--- src/rtl/alu_writeback.sv ---
// rtl/alu_writeback.sv - ALU result writeback with an in-order store queue
// Non-stores write the register file one cycle after acceptance; stores queue for memory.
module alu_writeback #(
  parameter int SQ_DEPTH = 4
) (
  input  logic        clk,
  input  logic        reset,
  input  logic        in_valid,
  output logic        in_ready,
  input  logic [63:0] in_data,
  input  logic [4:0]  in_rd,
  input  logic [63:0] in_addr,
  input  logic        in_is_store,
  input  logic [1:0]  in_size,
  output logic        rf_we,
  output logic [4:0]  rf_waddr,
  output logic [63:0] rf_wdata,
  output logic        mem_req,
  output logic [63:0] mem_addr,
  output logic [63:0] mem_wdata,
  output logic [1:0]  mem_size,
  input  logic        mem_gnt,
  output logic [4:0]  sq_count,
  output logic        sq_empty
);

  localparam int         PW     = (SQ_DEPTH > 1) ? $clog2(SQ_DEPTH) : 1;
  localparam logic [4:0] DEPTH5 = 5'(SQ_DEPTH);

  logic [63:0]   sq_addr_q [SQ_DEPTH];
  logic [63:0]   sq_data_q [SQ_DEPTH];
  logic [1:0]    sq_size_q [SQ_DEPTH];

  logic [PW-1:0] rd_ptr_q, rd_ptr_d;
  logic [PW-1:0] wr_ptr_q, wr_ptr_d;
  logic [4:0]    count_q, count_d;
  logic          rf_we_q, rf_we_d;
  logic [4:0]    rf_waddr_q, rf_waddr_d;
  logic [63:0]   rf_wdata_q, rf_wdata_d;

  logic          accept, push, pop;
  logic [63:0]   masked_data;

  // Full is judged on the registered count only, so a pop never opens the slot the same cycle.
  assign in_ready = (count_q < DEPTH5);
  assign accept   = in_valid && in_ready;
  assign push     = accept && in_is_store;
  assign sq_empty = (count_q == 5'd0);
  assign mem_req  = !sq_empty;
  assign pop      = mem_req && mem_gnt;

  assign sq_count  = count_q;
  assign rf_we     = rf_we_q;
  assign rf_waddr  = rf_waddr_q;
  assign rf_wdata  = rf_wdata_q;
  assign mem_addr  = sq_addr_q[rd_ptr_q];
  assign mem_wdata = sq_data_q[rd_ptr_q];
  assign mem_size  = sq_size_q[rd_ptr_q];

  always_comb begin
    masked_data = in_data;
    case (in_size)
      2'd0:    masked_data = {56'd0, in_data[7:0]};
      2'd1:    masked_data = {48'd0, in_data[15:0]};
      2'd2:    masked_data = {32'd0, in_data[31:0]};
      default: masked_data = in_data;
    endcase
  end

  // Pointers are PW bits wide over a power-of-two depth, so increment wraps DEPTH-1 to 0.
  always_comb begin
    rf_we_d    = accept && !in_is_store && (in_rd != 5'd0);
    rf_waddr_d = rf_waddr_q;
    rf_wdata_d = rf_wdata_q;
    if (rf_we_d) begin
      rf_waddr_d = in_rd;
      rf_wdata_d = in_data;
    end
    wr_ptr_d = push ? wr_ptr_q + PW'(1) : wr_ptr_q;
    rd_ptr_d = pop  ? rd_ptr_q + PW'(1) : rd_ptr_q;
    count_d  = count_q + {4'd0, push} - {4'd0, pop};
  end

  always_ff @(posedge clk or negedge reset) begin
    if (!reset) begin
      rf_we_q    <= 1'b0;
      rf_waddr_q <= 5'd0;
      rf_wdata_q <= 64'd0;
      rd_ptr_q   <= '0;
      wr_ptr_q   <= '0;
      count_q    <= 5'd0;
    end else begin
      rf_we_q    <= rf_we_d;
      rf_waddr_q <= rf_waddr_d;
      rf_wdata_q <= rf_wdata_d;
      rd_ptr_q   <= rd_ptr_d;
      wr_ptr_q   <= wr_ptr_d;
      count_q    <= count_d;
    end
  end

  // Entry storage needs no reset: occupancy is governed entirely by count_q.
  always_ff @(posedge clk) begin
    if (push) begin
      sq_addr_q[wr_ptr_q] <= in_addr;
      sq_data_q[wr_ptr_q] <= masked_data;
      sq_size_q[wr_ptr_q] <= in_size;
    end
  end

endmodule
--- config.mk ---
export PLATFORM = sky130hd
export DESIGN_NAME = alu_writeback
export DESIGN_NICKNAME = d
export VERILOG_FILES = /design/src/rtl/alu_writeback.sv
export SDC_FILE = /design/constraint.sdc
export NUM_CORES = 1
export LEC_CHECK = 0
export CAP_MARGIN = 0
export CORE_MARGIN = 4
export CORE_UTILIZATION = 30
export DETAILED_ROUTE_END_ITERATION = 6
export SKIP_LAST_GASP = 1
export SYNTH_ARGS = -nofsm -noshare
export SYNTH_HDL_FRONTEND = slang
export SYNTH_SLANG_ARGS = --single-unit
--- constraint.sdc ---
create_clock -name clk -period 4.4 [get_ports clk]
set_input_delay 0.88 -clock clk [delete_from_list [all_inputs] [get_ports clk]]
set_output_delay 0.88 -clock clk [all_outputs]
set_load 0.005 [all_outputs]
==> Flow_metrics.wiki <==
{| class="wikitable"
! Metric !! Value
|-
| Core region area || about 0.073 mm2
|-
| Arrival time of data at the critical path endpoint || 2830 ps
|-
| Max Buffers Root-to-Sink || 3
|-
| Post-Syn Area || 0.0223 mm2
|-
| Cell count after placement || 2232
|-
| Average vias per placed instance || 4.62
|-
| Fraction of registers with async set/reset || 0.132
|-
| Number of buffers and inverters on the critical path || 2
|-
| I/O Pins || 348
|-
| Placed cell areas || ~0.027 mm2
|-
| Finish-stage setup viols || 0
|-
| Slew headroom || 0.408
|-
| Maximum fanout encountered on the critical timing path || 49
|-
| Maximum clock skew at final layout || 12.0 ps
|-
| Unrepaired setup endpoints after global routing || false
|-
| # nets final || 1494
|-
| Detailed-router iteration count before antenna repair || 4
|-
| Clock latency reported for the late side of the worst-skew pair || around 580 ps
|-
| Post-synthesis cell type count || 30
|-
| Slew of the pin with the lowest slew margin || 888 ps
|-
| Number of I/O port buffers || 347
|-
| Starting density of the core || 0.304
|-
| Worst Path Class, Setup || reg -> out
|-
| Post-Layout Cell Count || between 2k and 2.5k
|-
| Detailed router's first-iteration violation count || 532
|-
| Critical path, cell by cell || buf_12 > mux4_2 > clkdlybuf4s50_1
|-
| Max rail drop VDD || 277 uV
|-
| Total count of max-transition violations in the final report || 0
|-
| Post-CTS Setup Bufs || 0
|-
| Share of final-layout standard cells stronger than drive strength 1 || 0.232
|-
| Data required time of the worst path || about 3500 ps
|-
| Horiz. Die Dim || 281 um
|-
| Final critical-path required period || 3710 ps
|-
| Syn-to-layout area delta || 30.9%
|-
| Status || completed
|-
| Proportion of power drawn by combinational gates || 0.295
|-
| Share of the yosys chip area belonging to registers || 0.790
|-
| Post_cts resized || 0
|-
| Filler cells || 6578
|-
| Pin count of the biggest net entering global routing || 62
|-
| GRT Overall Usage || 0.129
|-
| Commonest non-fill, non-tap cell in the layout || sky130_fd_sc_hd__edfxtp_1
|-
| Number of antenna violations at the first check in global routing || 2
|-
| Clk sinks || between 500 and 600
|-
| Area of the die || 0.0787 mm2
|-
| Maximum clock rate || 0.269 GHz
|-
| Max-cap violations || 0
|-
| Net switching power of the design || approximately 4.4 mW
|-
| GR Overflow Total || 0
|-
| Seq. cell area || approximately 0.018 mm2
|-
| Worst hold path class || in -> async
|-
| Die height || 281 um
|-
| Post-synthesis sequential element count || about 600
|-
| Worst-path clk slew || approximately 60 ps
|-
| Total Negative Setup Slacks || 0 ps
|-
| Power per standard cell area || 600 mW/mm2
|-
| Area used by multi-input combinational logic || 0.00442 mm2
|-
| Final weighted congestion of routability-driven global placement || 0.717
|-
| Number of warnings reported in the yosys synthesis log || 0
|-
| CTS Hold Buffers Added || 0
|-
| Finished layout cell area || a little under 0.03 mm2
|-
| Largest stage delay, worst path || between 600 and 700 ps
|-
| Most frequent cells in the layout || sky130_fd_sc_hd__edfxtp_1 (520), sky130_fd_sc_hd__clkdlybuf4s50_1 (345), sky130_fd_sc_hd__mux4_2 (130)
|-
| Sw Ratio || 0.252
|-
| Launching element type of the critical path || flop
|-
| Leakage power || 9.84 nW
|-
| Routed length per instance || 21.7 um
|-
| Post-route fraction of the period consumed by the critical path || 0.844
|-
| Cts bufs inserted || 67
|-
| Number of global-route vias before repair || 12.1k
|-
| Number of levels in the clock H-tree || 3
|-
| CTS root buf || sky130_fd_sc_hd__clkbuf_16
|-
| DRC violations left || 0
|-
| Sequential share of power || 0.401
|-
| Number of flops mapped to enable cells by yosys || 520
|-
| Routed via count || 10.9k
|-
| Post-Synthesis Cells || 951
|-
| Per-instance average area after synthesis || 23.4 um2
|-
| Post-synthesis net count || between 1k and 1.5k
|-
| Clock tree from TritonCTS || done
|-
| Total internal power || 13.1 mW
|-
| Slowest cell on crit path || sky130_fd_sc_hd__dfrtp_4
|-
| Fin. Hold Viols || 0
|-
| Row count || 99
|-
| Critical Path End Type || output port
|-
| Post-detailed-placement half-perimeter wirelength || 31.3 mm
|-
| First-pass GRT wire length || 76.3 mm
|-
| Number of nets with antenna violations after routing || 0
|-
| Worst hold slack after final layout || 420 ps
|-
| Main synth FF type || sky130_fd_sc_hd__edfxtp_1
|-
| Clock network fraction of design power || 0.305
|-
| Cell class contributing the biggest share of worst-path delay || buffers and inverters
|-
| Total length of routed wires || 51.0 mm
|}
flip-flops by register name, indices dropped and copies added, names as in the netlist:
register	cells
rf_waddr	5
sq_addr_q	256
rd_ptr_q	2
sq_count	5
sq_data_q	256
sq_size_q	8
rf_we	1
rf_wdata	64
wr_ptr_q	2
area by class of cell:
class,count,share of cell area
Sequential cell,599,0.604
Multi-Input combinational cell,294,0.152
Timing Repair Buffer,367,0.130
Clock buffer,90,0.0636
Tap cell,959,0.0412
Clock inverter,29,0.00863
Inverter,13,0.00167
Antenna cell,2,0.000172
cell usage after synthesis, drive strengths merged (2+ instances only):
cell type,n,share of area
a21oi,2,0.00045
edfxtp,520,0.70
inv,13,0.0022
clkbuf,16,0.0027
a22o,5,0.0020
ha,11,0.0062
nor2,2,0.00034
and3,32,0.0090
and2,21,0.0059
xor2,2,0.00079
dfrtp,79,0.089
xnor2,4,0.0016
buf,29,0.0076
mux4,130,0.13
nor2b,10,0.0028
mux2,65,0.033
worst paths after layout:
check / startpoint / end / slack (ps) / depth (start not counted)
max: rd_ptr_q[0] / mem_wdata[9] / 690 / 3
min: reset / rf_wdata[49] / 420 / 1
max reg2reg: sq_count[2] / sq_count[4] / 1230 / 12
min reg2reg: rf_wdata[60] / rf_wdata[60] / 500 / 1
max in group asynchronous: reset / rf_wdata[21] / 2990 / 2
min in group clk: rf_wdata[60] / rf_wdata[60] / 500 / 1
routing by layer:
metal  global-route usage  up-vias  share of wire
li1                     -     4717              -
met1                0.164     5758           0.41
met2                0.217      308           0.50
met3               0.0349       79          0.064
met4               0.0407        0          0.023
met5                    0        -              0
power by group through the flow:
stage / combinational, mW / clock [mW] / sequential, mW
floorplan: 2.41 / 0 / 7.03
global placement: 5.28 / 0 / 7.10
detailed placement: 5.29 / 0 / 7.12
CTS: 5.32 / 5.53 / 7.01
global route: 5.55 / 5.79 / 7.07
finish: 5.16 / 5.32 / 7.01
logic make-up after synthesis:
kind of cell / after synthesis / synth area share
compound gates: 9 / 0.00348
simple gates: 72 / 0.0207
mux: 195 / 0.164
xor+xnor: 6 / 0.00236
fa+ha+maj: 12 / 0.00708
flops: 599 / 0.790
buf+inv: 58 / 0.0125
worst register-to-register path, delay by kind of cell (launching register included):
kind,cells,cell delay (ps)
simple gates,3,1080
xor+xnor,1,150
fa+ha+maj,4,1020
flops,1,430
buf+inv,3,250
compound gates,1,170
stage by stage:
step / power [mW] / setup slack (ps) / utilization
4_1_cts: 17.9 / 588 / 0.398
3_3_place_gp: 12.4 / 1090 / 0.369
2_1_floorplan: 9.43 / 1060 / -
3_5_place_dp: 12.4 / 1080 / 0.369
5_1_grt: 18.4 / 471 / 0.398
6_report: 17.5 / 686 / 0.398
Note: power is estimated with default switching activity, not from simulation.
